<file path="config.mk">
export PLATFORM = sky130hd
export DESIGN_NAME = async_event_sync
export DESIGN_NICKNAME = d
export VERILOG_FILES = /design/src/rtl/async_event_pkg.sv /design/src/rtl/async_event_channel.sv /design/src/rtl/async_event_sync.sv
export SDC_FILE = /design/constraint.sdc
export NUM_CORES = 1
export LEC_CHECK = 0
export BUFFER_PORTS_ARGS = -buffer_cell sky130_fd_sc_hd__buf_2
export CAP_MARGIN = 20
export CORE_ASPECT_RATIO = 1.1
export CORE_MARGIN = 2
export CORE_UTILIZATION = 46
export CTS_BUF_LIST = sky130_fd_sc_hd__clkbuf_16
export DETAILED_ROUTE_END_ITERATION = 10
export MAX_ROUTING_LAYER = met4
export PLACE_DENSITY = 0.69
export SYNTH_ARGS = -nofsm -noshare
export SYNTH_HDL_FRONTEND = slang
export SYNTH_SLANG_ARGS = --single-unit
</file>
<file path="constraint.sdc">
create_clock -name clk -period 1.81 [get_ports clk]
set_input_delay 0.2715 -clock clk [delete_from_list [all_inputs] [get_ports clk]]
set_output_delay 0.2715 -clock clk [all_outputs]
set_load 0.02 [all_outputs]
</file>
<file path="src/rtl/async_event_pkg.sv">
// Shared types and constants for the asynchronous event synchronizer.
// Edge qualification is centralised here so every channel decodes mode identically.
package async_event_pkg;

   typedef enum logic [1:0] {
      EVT_OFF  = 2'b00,
      EVT_RISE = 2'b01,
      EVT_FALL = 2'b10,
      EVT_BOTH = 2'b11
   } evt_mode_t;

   localparam int MIN_SYNC_STAGES = 2;

   // True when a level transition in the given direction should be reported.
   function automatic logic edge_match(input evt_mode_t m, input logic rising);
      return (m == EVT_BOTH) ||
             ((m == EVT_RISE) && rising) ||
             ((m == EVT_FALL) && !rising);
   endfunction

endpackage

</file>
<file path="src/rtl/async_event_channel.sv">
// One event channel: synchronizer chain, glitch filter, edge-qualified pulse,
// sticky flag and saturating counter.
module async_event_channel
   import async_event_pkg::*;
#(
   parameter int SYNC_STAGES   = 2,
   parameter int FILTER_CYCLES = 1,
   parameter int CNT_WIDTH     = 8
) (
   input  logic                 clk,
   input  logic                 reset,
   input  logic                 async_in,
   input  evt_mode_t            mode,
   input  logic                 clear_flags,
   input  logic                 clear_count,
   output logic                 sync_level,
   output logic                 event_pulse,
   output logic                 event_flag,
   output logic [CNT_WIDTH-1:0] event_count
);

   localparam int                   FCNT_W    = (FILTER_CYCLES > 1) ? $clog2(FILTER_CYCLES) : 1;
   localparam logic [FCNT_W-1:0]    FCNT_LAST = FCNT_W'(FILTER_CYCLES - 1);
   localparam logic [CNT_WIDTH-1:0] CNT_MAX   = '1;

   logic [SYNC_STAGES-1:0] sync_q;
   logic [FCNT_W-1:0]      fcnt;
   logic                   s;
   logic                   toggle;

   assign s      = sync_q[SYNC_STAGES-1];
   assign toggle = (s != sync_level) && (fcnt == FCNT_LAST);

   // NOTE: non-blocking assignments so every stage samples its predecessor's old value.
   always_ff @(posedge clk or posedge reset) begin
      if (reset) begin
         sync_q      <= '0;
         fcnt        <= '0;
         sync_level  <= 1'b0;
         event_pulse <= 1'b0;
      end else begin
         sync_q      <= {sync_q[SYNC_STAGES-2:0], async_in};
         event_pulse <= toggle && edge_match(mode, !sync_level);
         if (s == sync_level) begin
            fcnt <= '0;
         end else if (toggle) begin
            sync_level <= ~sync_level;
            fcnt       <= '0;
         end else begin
            fcnt <= fcnt + FCNT_W'(1);
         end
      end
   end

   // Flag: a pulse beats a clear. Counter: a clear beats a pulse.
   always_ff @(posedge clk or posedge reset) begin
      if (reset) begin
         event_flag  <= 1'b0;
         event_count <= '0;
      end else begin
         if (event_pulse)
            event_flag <= 1'b1;
         else if (clear_flags)
            event_flag <= 1'b0;

         if (clear_count)
            event_count <= '0;
         else if (event_pulse && (event_count != CNT_MAX))
            event_count <= event_count + CNT_WIDTH'(1);
      end
   end

endmodule

</file>
<file path="src/rtl/async_event_sync.sv">
// Multi-channel asynchronous event synchronizer; all outputs are in the clk domain.
// Channels are fully independent instances of async_event_channel.
module async_event_sync
   import async_event_pkg::*;
#(
   parameter int NUM_CH        = 4,
   parameter int SYNC_STAGES   = 2,
   parameter int FILTER_CYCLES = 1,
   parameter int CNT_WIDTH     = 8
) (
   input  logic                        clk,
   input  logic                        reset,
   input  logic [NUM_CH-1:0]           async_in,
   input  logic [2*NUM_CH-1:0]         mode,
   input  logic                        clear_flags,
   input  logic                        clear_count,
   output logic [NUM_CH-1:0]           sync_level,
   output logic [NUM_CH-1:0]           event_pulse,
   output logic [NUM_CH-1:0]           event_flag,
   output logic [NUM_CH*CNT_WIDTH-1:0] event_count
);

   if (NUM_CH < 1) begin : g_bad_num_ch
      $error("async_event_sync: NUM_CH must be >= 1");
   end
   if (SYNC_STAGES < MIN_SYNC_STAGES) begin : g_bad_sync_stages
      $error("async_event_sync: SYNC_STAGES must be >= 2");
   end
   if (FILTER_CYCLES < 1) begin : g_bad_filter_cycles
      $error("async_event_sync: FILTER_CYCLES must be >= 1");
   end
   if (CNT_WIDTH < 1) begin : g_bad_cnt_width
      $error("async_event_sync: CNT_WIDTH must be >= 1");
   end

   for (genvar i = 0; i < NUM_CH; i++) begin : g_ch
      async_event_channel #(
         .SYNC_STAGES  (SYNC_STAGES),
         .FILTER_CYCLES(FILTER_CYCLES),
         .CNT_WIDTH    (CNT_WIDTH)
      ) u_ch (
         .clk        (clk),
         .reset      (reset),
         .async_in   (async_in[i]),
         .mode       (evt_mode_t'(mode[2*i +: 2])),
         .clear_flags(clear_flags),
         .clear_count(clear_count),
         .sync_level (sync_level[i]),
         .event_pulse(event_pulse[i]),
         .event_flag (event_flag[i]),
         .event_count(event_count[CNT_WIDTH*i +: CNT_WIDTH])
      );
   end

endmodule
</file>
Yosys cells after proc, flatten, opt, wreduce, memory -nomap -nowiden
Index checks and enable logic that the tools add are counted.
W data, S select, Z words.
Storage, ports and cells
  word-level logic and storage cells: 133
  bits of input ports: 16
  flip-flop bits (word level): 56
Cells by class
  multiplexer cells: 21
  bitwise gates (word level): 12
  reductions and logical operators: 44
  add/sub/neg operators: 8
  eq/ne operators: 24
Operators by type and width (count)
  $mux W8: 8
  $add A8 B1 Y8 const B: 4
  $ne A8 B8 Y1 const B: 4
  $logic_and A1 B1 Y1: 20
  $eq A2 B2 Y1 const B: 8
  $reduce_bool A2 Y1: 8
  $mux W1: 13
  $not A1 Y1: 12
  $eq A2 B1 Y1 const B: 4
  $logic_or A1 B1 Y1: 8
  $reduce_and A2 Y1: 4
  $add A1 B1 Y1 const B: 4
  $eq A1 B1 Y1: 4
  $logic_not A1 Y1: 4
  $ne A1 B1 Y1: 4

Logic depth before layout (Yosys ltp)
Gate-level depths: netlist (run 1).
  depth after elaboration: 5
  mapped depth: 5
  gate-level depth less buffers: 4

Cells and area by module
A second synthesis (run 1) with hierarchy kept.
Unflattened totals
  cell total of the unflattened synthesis: 252
  area total of the unflattened synthesis: 2862.7 sq um
By module, submodules not included
  async_event_channel: cells each 63, instances 4, area an instance 715.7 sq um, seq. area each 350.3 sq um

Worst setup path before layout (run 1)
OpenSTA, ideal clock, no wires.
  path type: register -> register
  start: reg g_ch[2].u_ch.event_count[0]
  end: reg g_ch[2].u_ch.event_count[5]
  setup slack: 180 ps
  setup time: 125 ps
  stages on the path, launching flop included: 5
  data required time: 1685 ps
  arrival time: 1505 ps
  cells stage by stage: dfrtp_1 -> ha_1 -> and3_1 -> a211oi_2 -> mux2_4
Between the ends
  word-level cells in the longest chain between the ends: 3
Ends and longest elaborated chain
  from (decl): RTL line async_event_channel.sv:19  | output logic [CNT_WIDTH-1:0] event_count
  from (signal assigned): RTL line async_event_channel.sv:69  | event_count <= event_count + CNT_WIDTH'(1);
  $add A8 B1 Y8 / $ne A8 B8 Y1 (equally long branches): RTL line async_event_channel.sv:69, async_event_channel.sv:68
  $mux W8 / $logic_and A1 B1 Y1 (equally long branches): RTL line async_event_channel.sv:68  | else if (event_pulse && (event_count != CNT_MAX))
  $mux W8 / $reduce_bool A2 Y1 (equally long branches)
Parallel ways exist; a longest one is shown, timed or not. The select of a mux whose other input is x is not followed.
A chain may end at the register's enable or synchronous reset.

Final worst setup path (run 1)
  start: reg g_ch[0].u_ch.event_count[0]
  end: reg g_ch[0].u_ch.event_count[0]
Between the ends
  word-level cells in the longest chain between the ends: 3
Ends and longest elaborated chain (RTL line)
  from (decl): async_event_channel.sv:19
  from (signal assigned): async_event_channel.sv:69
  $add A8 B1 Y8 / $ne A8 B8 Y1 (equally long branches): async_event_channel.sv:69, async_event_channel.sv:68
  $mux W8 / $logic_and A1 B1 Y1 (equally long branches): async_event_channel.sv:68
  $mux W8 / $reduce_bool A2 Y1 (equally long branches)
Parallel ways exist; a longest one is shown, timed or not. The select of a mux whose other input is x is not followed.

==> flow_summary_export.csv, run 1 <==
group,metric,value,unit
run_status,status,"complete, no violations",
global_routing,use_met2,0.2609,
finish,final_design_area_no_fill,0.003214,mm²
route,drc,0,
yosys,postSynthAreaPerCell,11.13,µm²
sta,hold_viol_final,0,
clock_tree,cts_root_buf,"clkbuf_16",
critical_path,startpoint_type,"register",
clock_tree,post-cts-setup-buffer-count,0,
placed_design,hpwl,3773,µm
clock_tree,clock_sinks,56,
finish,regArea,0.001401,mm²
yosys,synth_top_family_by_area,"simple AND/OR/NAND/NOR gates",
critical_path,max_stage_delay,0.42,ns
global_routing,grt_pass1_wl,9059,µm
finish,fillCellCount,525,
critical_path,cp_cell_sequence,"ha_1 > and3_1 > a21boi_1 > mux2_2",
critical_path,cp.buffers_inverters,0,
pwr,p_per_area,815.1,mW/mm²
floorplan,die_x,77.41,µm
pwr,clockPowerShare,0.412,
route,avgViaCountPerCell,5.338,
sta,rsz0062_at_grt,"false",
floorplan,dieArea,0.006560,mm²
pwr,p_int,2.030,mW
global_routing,grt_max_degree,24,
clock_tree,cts_resized,0,
finish,antenna_cells,0,
yosys,synth_xor_area_frac,0,
finish,drive_above_1_share,0.3245,
worst_hold_path,hold_path_startpoint,"async_in[2]",
critical_path,critPathCaptureType,"register",
pwr,power_frac_comb,0.079,
yosys,synth.distinct_cells,44,
route,drt-pass1-iter-count,4,
placed_design,dpl_cell_area,0.003037,mm²
pwr,peakVddDrop,0.5643,mV
pwr,p_sw,590.2,µW
finish,multi_input_area,0.001187,mm²
yosys,synth_ff_type,"dfrtp_1",
yosys,netlist_instances,245,
global_routing,grt_use_met1,0.2394,
yosys,synth_edf_count,0,
sta,setup_violations,0,
placed_design,dpl_worst_slack,0.2064,ns
clock_tree,cts_inserted_buffers,5,
yosys,synth-compound-area-share,0.1257,
yosys,ys_warn_count,0,
critical_path,reg2reg_from,"g_ch[0].u_ch.event_count[0]$_DFFE_PP0P_",
pwr,leakage,1.609,nW
yosys,muxShareOfSynthArea,0.09179,
route,routed_wl,5166,µm
route,wl_per_cell,13.63,µm
critical_path,critical_path.max_fanout,5,
finish,final_common_cell,"buf_2",
finish,fin_nets,321,
finish,fin_util,0.5607,
yosys,seq_area_frac_synth,0.5140,
route,drtAntennaViolNets,0,
route,vias,2023,
clock_tree,cts_buffer_depth,2,
global_routing,busiest_layer,"met2",
sta,maxSlewViolCount,0,
clock_tree,cts_tree,"yes",
finish,syn_to_final_growth,17.90,%
sta,period_needed,1.616,ns
pwr,seq_power_share,0.509,
floorplan,die_y,84.75,µm
critical_path,critPathSlowestCell,"dfrtp_1",
yosys,synthSimpleGateAreaFrac,0.1941,
clock_tree,clock_latency,0.29,ns
yosys,yosysTopAreaCell,"dfrtp_1",
worst_hold_path,hold_class,"in2reg",
sta,fin_ws,0.1943,ns
global_routing,track_usage,0.1749,
sta,tns,0,ns
clock_tree,clkTransAtPathRegs,0.07,ns
critical_path,crit_type,"reg2reg",
floorplan,io_pins,60,
global_routing,grt_overflow,0,
critical_path,critPathArrivalTime,1.79,ns
yosys,synth_top_area_share,0.5140,
sta,hold_ws,0.08613,ns
yosys,synth.area.top_cells,"dfrtp_1, mux2_2, buf_4",
pwr,p_sw_frac,0.2253,
sta,skew,0.005014,ns
route,drt_iter0_drc,71,
sta,fin_crit_sh,0.8927,
yosys,ys_seq_elements,56,
yosys,synth.cell_area,0.002726,mm²
yosys,synthAdderAreaFrac,0.01836,
sta,max_freq,618.9,MHz
global_routing,antenna_found_initial,0,
floorplan,coreArea,0.005733,mm²
clock_tree,htreeDepth,2,
critical_path,crit_required,1.98,ns
flow_run,cap_violations,0,
floorplan,initial_core_util,0.4756,
critical_path,crit_start,"g_ch[0].u_ch.event_count[0]$_DFFE_PP0P_",
placed_design,gp_congestion,0.7924,
global_routing,use_met3,0.03548,
floorplan,std_cell_rows,29,
global_routing,grt_pass1_vias,1911,
finish,layout_common_cells,"buf_2, dfrtp_1, a21oi_1, nor2_1, mux2_2",
yosys,synth-async-reset-ratio,1.000,
critical_path,regToRegSetupSlack,0.19,ns
critical_path,path_delay_family,"flip-flops",
placed_design,portBuffers,59,
-- Yosys cell counts (8+ instances only) --
cell	instances
a21oi_1	18
mux2_2	16
nand2_1	14
dfrtp_1	56
nand4_1	10
nor2_1	16
buf_4	13
nand3b_1	8
nor2b_1	15
-- area by class of cell --
class,instances,share of cell area
inverter,5,0.005839
clock buffer,5,0.03893
tap,77,0.02997
sequential,56,0.4360
timing repair buffer,65,0.1067
clock inverter,3,0.01323
multi-input combinational,168,0.3694
-- cells by family (layout without fill, tap and decap cells) --
kind of cell    after synthesis  after routing
compound gates               47             47
fa+ha+maj                     4              4
buf+inv                      24             78
flops                        56             56
mux                          22             22
other cells                   1              4
simple gates                 91             91
-- timing repair --
| item | 4_1_cts | 5_1_grt |
|---|---|---|
| endpoints found under the hold margin | 19 | 0 |
| setup endpoints to repair | 0 | 0 |
| hold buffers | 1 | 0 |
-- worst paths after layout --
check                                                          end  cells past startpoint
max in group asynchronous  g_ch[0].u_ch.event_count[6]$_DFFE_PP0P_                      4
hold / removal                    g_ch[2].u_ch.sync_q[0]$_DFF_PP0_                      1
setup / recovery           g_ch[0].u_ch.event_count[0]$_DFFE_PP0P_                      4
min in group asynchronous  g_ch[3].u_ch.event_count[4]$_DFFE_PP0P_                      3
setup reg to reg           g_ch[0].u_ch.event_count[0]$_DFFE_PP0P_                      4
hold reg to reg                   g_ch[3].u_ch.sync_q[1]$_DFF_PP0_                      0
-- power by group through the flow --
stage	clock [mW]	combinational, mW	sequential (mW)
3_3_place_gp	0	0.208	1.36
4_1_cts	1.12	0.211	1.33
2_1_floorplan	0	0.160	1.36
5_1_grt	1.16	0.230	1.34
3_5_place_dp	0	0.209	1.36
6_report	1.08	0.206	1.33
-- per-stage QoR --
| step | total power [mW] | instances |
|---|---|---|
| floorplan | 1.519 | 248 |
| finish | 2.620 | 379 |
| CTS | 2.665 | 379 |
| global route | 2.732 | 379 |
| global placement | 1.564 | 370 |
| detailed placement | 1.568 | 370 |
-- registers in the layout, summed over array words and instances (netlist names) --
name                   flops
g_ch.u_ch.event_count     32
g_ch.u_ch.sync_q           8
g_ch.u_ch.event_flag       4
g_ch.u_ch.event_pulse      4
g_ch.u_ch.fcnt             4
g_ch.u_ch.sync_level       4
-- metal layers --
| layer | part of all wire | up-vias |
|---|---|---|
| li1 | - | 994 |
| met1 | 0.48 | 974 |
| met2 | 0.45 | 49 |
| met3 | 0.048 | 6 |
| met4 | 0.014 | 0 |
| met5 | 0 | - |
Note: power is estimated with default switching activity, not from simulation.
==> run 2, diff against run 1 <==
--- a/config.mk
+++ b/config.mk
@@ -7,13 +7,15 @@
 export LEC_CHECK = 0
 export BUFFER_PORTS_ARGS = -buffer_cell sky130_fd_sc_hd__buf_2
 export CAP_MARGIN = 20
+export CELL_PAD_IN_SITES_DETAIL_PLACEMENT = 1
+export CELL_PAD_IN_SITES_GLOBAL_PLACEMENT = 1
 export CORE_ASPECT_RATIO = 1.1
 export CORE_MARGIN = 2
-export CORE_UTILIZATION = 46
+export CORE_UTILIZATION = 42
 export CTS_BUF_LIST = sky130_fd_sc_hd__clkbuf_16
 export DETAILED_ROUTE_END_ITERATION = 10
 export MAX_ROUTING_LAYER = met4
-export PLACE_DENSITY = 0.69
+export PLACE_DENSITY_LB_ADDON = 0.1
 export SYNTH_ARGS = -nofsm -noshare
 export SYNTH_HDL_FRONTEND = slang
 export SYNTH_SLANG_ARGS = --single-unit
==> run 2 against run 1 <==
Critical endpoint is now g_ch[1].u_ch.event_count[5]$_DFFE_PP0P_. Power fell by 5.9%. Sequential share of layout area rose by 0.34 points. Clock power fell by 15%. Largest cell class unchanged. Utilization fell by 4.9 points. Critical path depth did not move. Clock skew rose by 0.0035 ns. Sequential cell count did not move. Cell area fell by 0.78%. Sequential power barely moved. First-iteration DRC count rose by 15%. Combinational power rose by 2%.
==> flow_summary_export.csv, run 2 (same netlist as run 1, synthesis figures left out) <==
group,metric,value,unit
placed_design,gp_congestion,0.7427,
floorplan,die_x,80.82,µm
route,drtAntennaViolNets,0,
sta,max_freq,610.2,MHz
finish,fin_cells,381,
critical_path,regToRegSetupSlack,0.17,ns
route,vias,2089,
route,drt_iter0_drc,82,
route,drt-pass1-iter-count,4,
finish,multi_input_area,0.001187,mm²
route,wl_per_cell,15.81,µm
critical_path,startpoint_type,"register",
critical_path,crit_type,"reg2reg",
critical_path,critPathArrivalTime,1.81,ns
route,drc,0,
global_routing,grt_pass1_vias,2147,
pwr,p_per_area,773.1,mW/mm²
sta,hold_viol_final,0,
global_routing,grt_max_degree,57,
run_status,status,"complete, no violations",
pwr,peakVddDrop,0.3747,mV
clock_tree,htreeDepth,2,
clock_tree,post-cts-setup-buffer-count,0,
critical_path,reg2reg_from,"g_ch[1].u_ch.event_count[0]$_DFFE_PP0P_",
pwr,p_total,2.466,mW
clock_tree,cts_resized,0,
sta,maxSlewViolCount,0,
floorplan,io_pins,60,
global_routing,grt_pass1_wl,10320,µm
global_routing,grt_overflow,0,
clock_tree,clkTransAtPathRegs,0.07,ns
worst_hold_path,hold_class,"in2async",
critical_path,crit_required,1.99,ns
critical_path,reg2reg_to,"g_ch[1].u_ch.event_count[5]$_DFFE_PP0P_",
sta,tns,0,ns
finish,fin_nets,320,
floorplan,die_y,88.50,µm
placed_design,portBuffers,59,
critical_path,crit_start,"g_ch[1].u_ch.event_count[0]$_DFFE_PP0P_",
sta,rsz0062_at_grt,"false",
sta,setup_violations,0,
finish,largest_register_ffs,32,
finish,largest_register,"g_ch.u_ch.event_count",
global_routing,track_usage,0.1933,
pwr,leakage,1.602,nW
clock_tree,postCtsHoldBufs,0,
route,routed_wl,6023,µm
clock_tree,clock_sinks,56,
finish,fillCellCount,713,
clock_tree,cts_root_buf,"clkbuf_16",
floorplan,initial_core_util,0.4376,
clock_tree,cts_inserted_buffers,5,
sta,fin_crit_sh,0.9055,
global_routing,antenna_found_initial,0,
finish,final_common_cell,"buf_2",
critical_path,rr_worst_depth,4,
clock_tree,clock_latency,0.29,ns
critical_path,critPathCaptureType,"register",
floorplan,std_cell_rows,30,
critical_path,crit_path_end,"g_ch[1].u_ch.event_count[5]$_DFFE_PP0P_",
route,avgViaCountPerCell,5.483,
sta,slew_headroom,0.6276,
clock_tree,cts_buffer_depth,2,
finish,regArea,0.001401,mm²
finish,syn_to_final_growth,16.98,%
finish,antenna_cells,0,
sta,worst_pin_slew,0.5580,ns
placed_design,dp_cells,373,
critical_path,critical_path.max_fanout,5,
floorplan,dieArea,0.007153,mm²
floorplan,coreArea,0.006231,mm²
sta,period_needed,1.639,ns
placed_design,hpwl,4295,µm
flow_run,cap_violations,0,
clock_tree,cts_tree,"yes",
finish,drive_above_1_share,0.3189,
sta,skew,0.008506,ns
finish,layout_common_cells,"buf_2, dfrtp_1, a21oi_1, nor2_1, mux2_2",
finish,top_regs,"g_ch.u_ch.event_count: 32 flops, g_ch.u_ch.sync_q: 8 flops",
==> run 2: changes by cell type in the layout (fill, tap and decap cells not counted) <==
cell,before,now
inv_1,4,6
buf_12,0,1
buf_4,5,4
bufinv_16,1,0
clkinv_4,1,0
dlygate4sd3_1,1,0
==> run 2: routing by layer <==
layer / part of all wire / routed length, µm / GRT usage / vias up
li1: - / - / - / 990
met1: 0.45 / 2695 / 0.2418 / 1053
met2: 0.50 / 3030 / 0.3178 / 40
met3: 0.040 / 241 / 0.03673 / 6
met4: 0.0093 / 56 / 0.06009 / 0
met5: 0 / 0 / - / -
==> run 2: layout make-up <==
type	instances	share of cell area
sequential	56	0.4394
clock buffer	5	0.03923
timing repair buffer	64	0.1083
tap	80	0.03138
clock inverter	3	0.003531
multi-input combinational	168	0.3723
inverter	5	0.005885
==> run 2: how the worst min path moves through the flow <==
stage,start,end,slack [ns]
floorplan,async_in[0],g_ch[0].u_ch.sync_q[0]$_DFF_PP0_,0.30
global placement,g_ch[2].u_ch.sync_q[0]$_DFF_PP0_,g_ch[2].u_ch.sync_q[1]$_DFF_PP0_,0.33
detailed placement,g_ch[3].u_ch.sync_q[0]$_DFF_PP0_,g_ch[3].u_ch.sync_q[1]$_DFF_PP0_,0.34
CTS,reset,g_ch[0].u_ch.sync_q[0]$_DFF_PP0_,0.04
global route,reset,g_ch[0].u_ch.event_count[0]$_DFFE_PP0P_,0.05
finish,reset,g_ch[0].u_ch.event_count[0]$_DFFE_PP0P_,0.02
==> run 2: per-stage QoR <==
step	hold WS (ns)	instance area, µm²	worst slack, ns	util
after floorplan	0.3029	2738	0.1672	-
after global placement	0.3317	3053	0.2451	0.4900
after detailed placement	0.3388	3053	0.1851	0.4900
after CTS	0.03934	3189	0.1761	0.5118
after global routing	0.05152	3189	0.02976	0.5118
final	0.02339	3189	0.1711	0.5118
==> run 2: where the power goes <==
| group | switching, mW | internal, mW |
|---|---|---|
| combinational | 0.127 | 0.0843 |
| clock | 0.421 | 0.500 |
| sequential | 0.0384 | 1.30 |
| total | 0.586 | 1.88 |
==> run 2: critical path: stages (launching register included) <==
cell and delay, ns:
dfrtp_1 0.42, ha_1 0.26, and3_1 0.23, a211oi_2 0.26, mux2_2 0.35
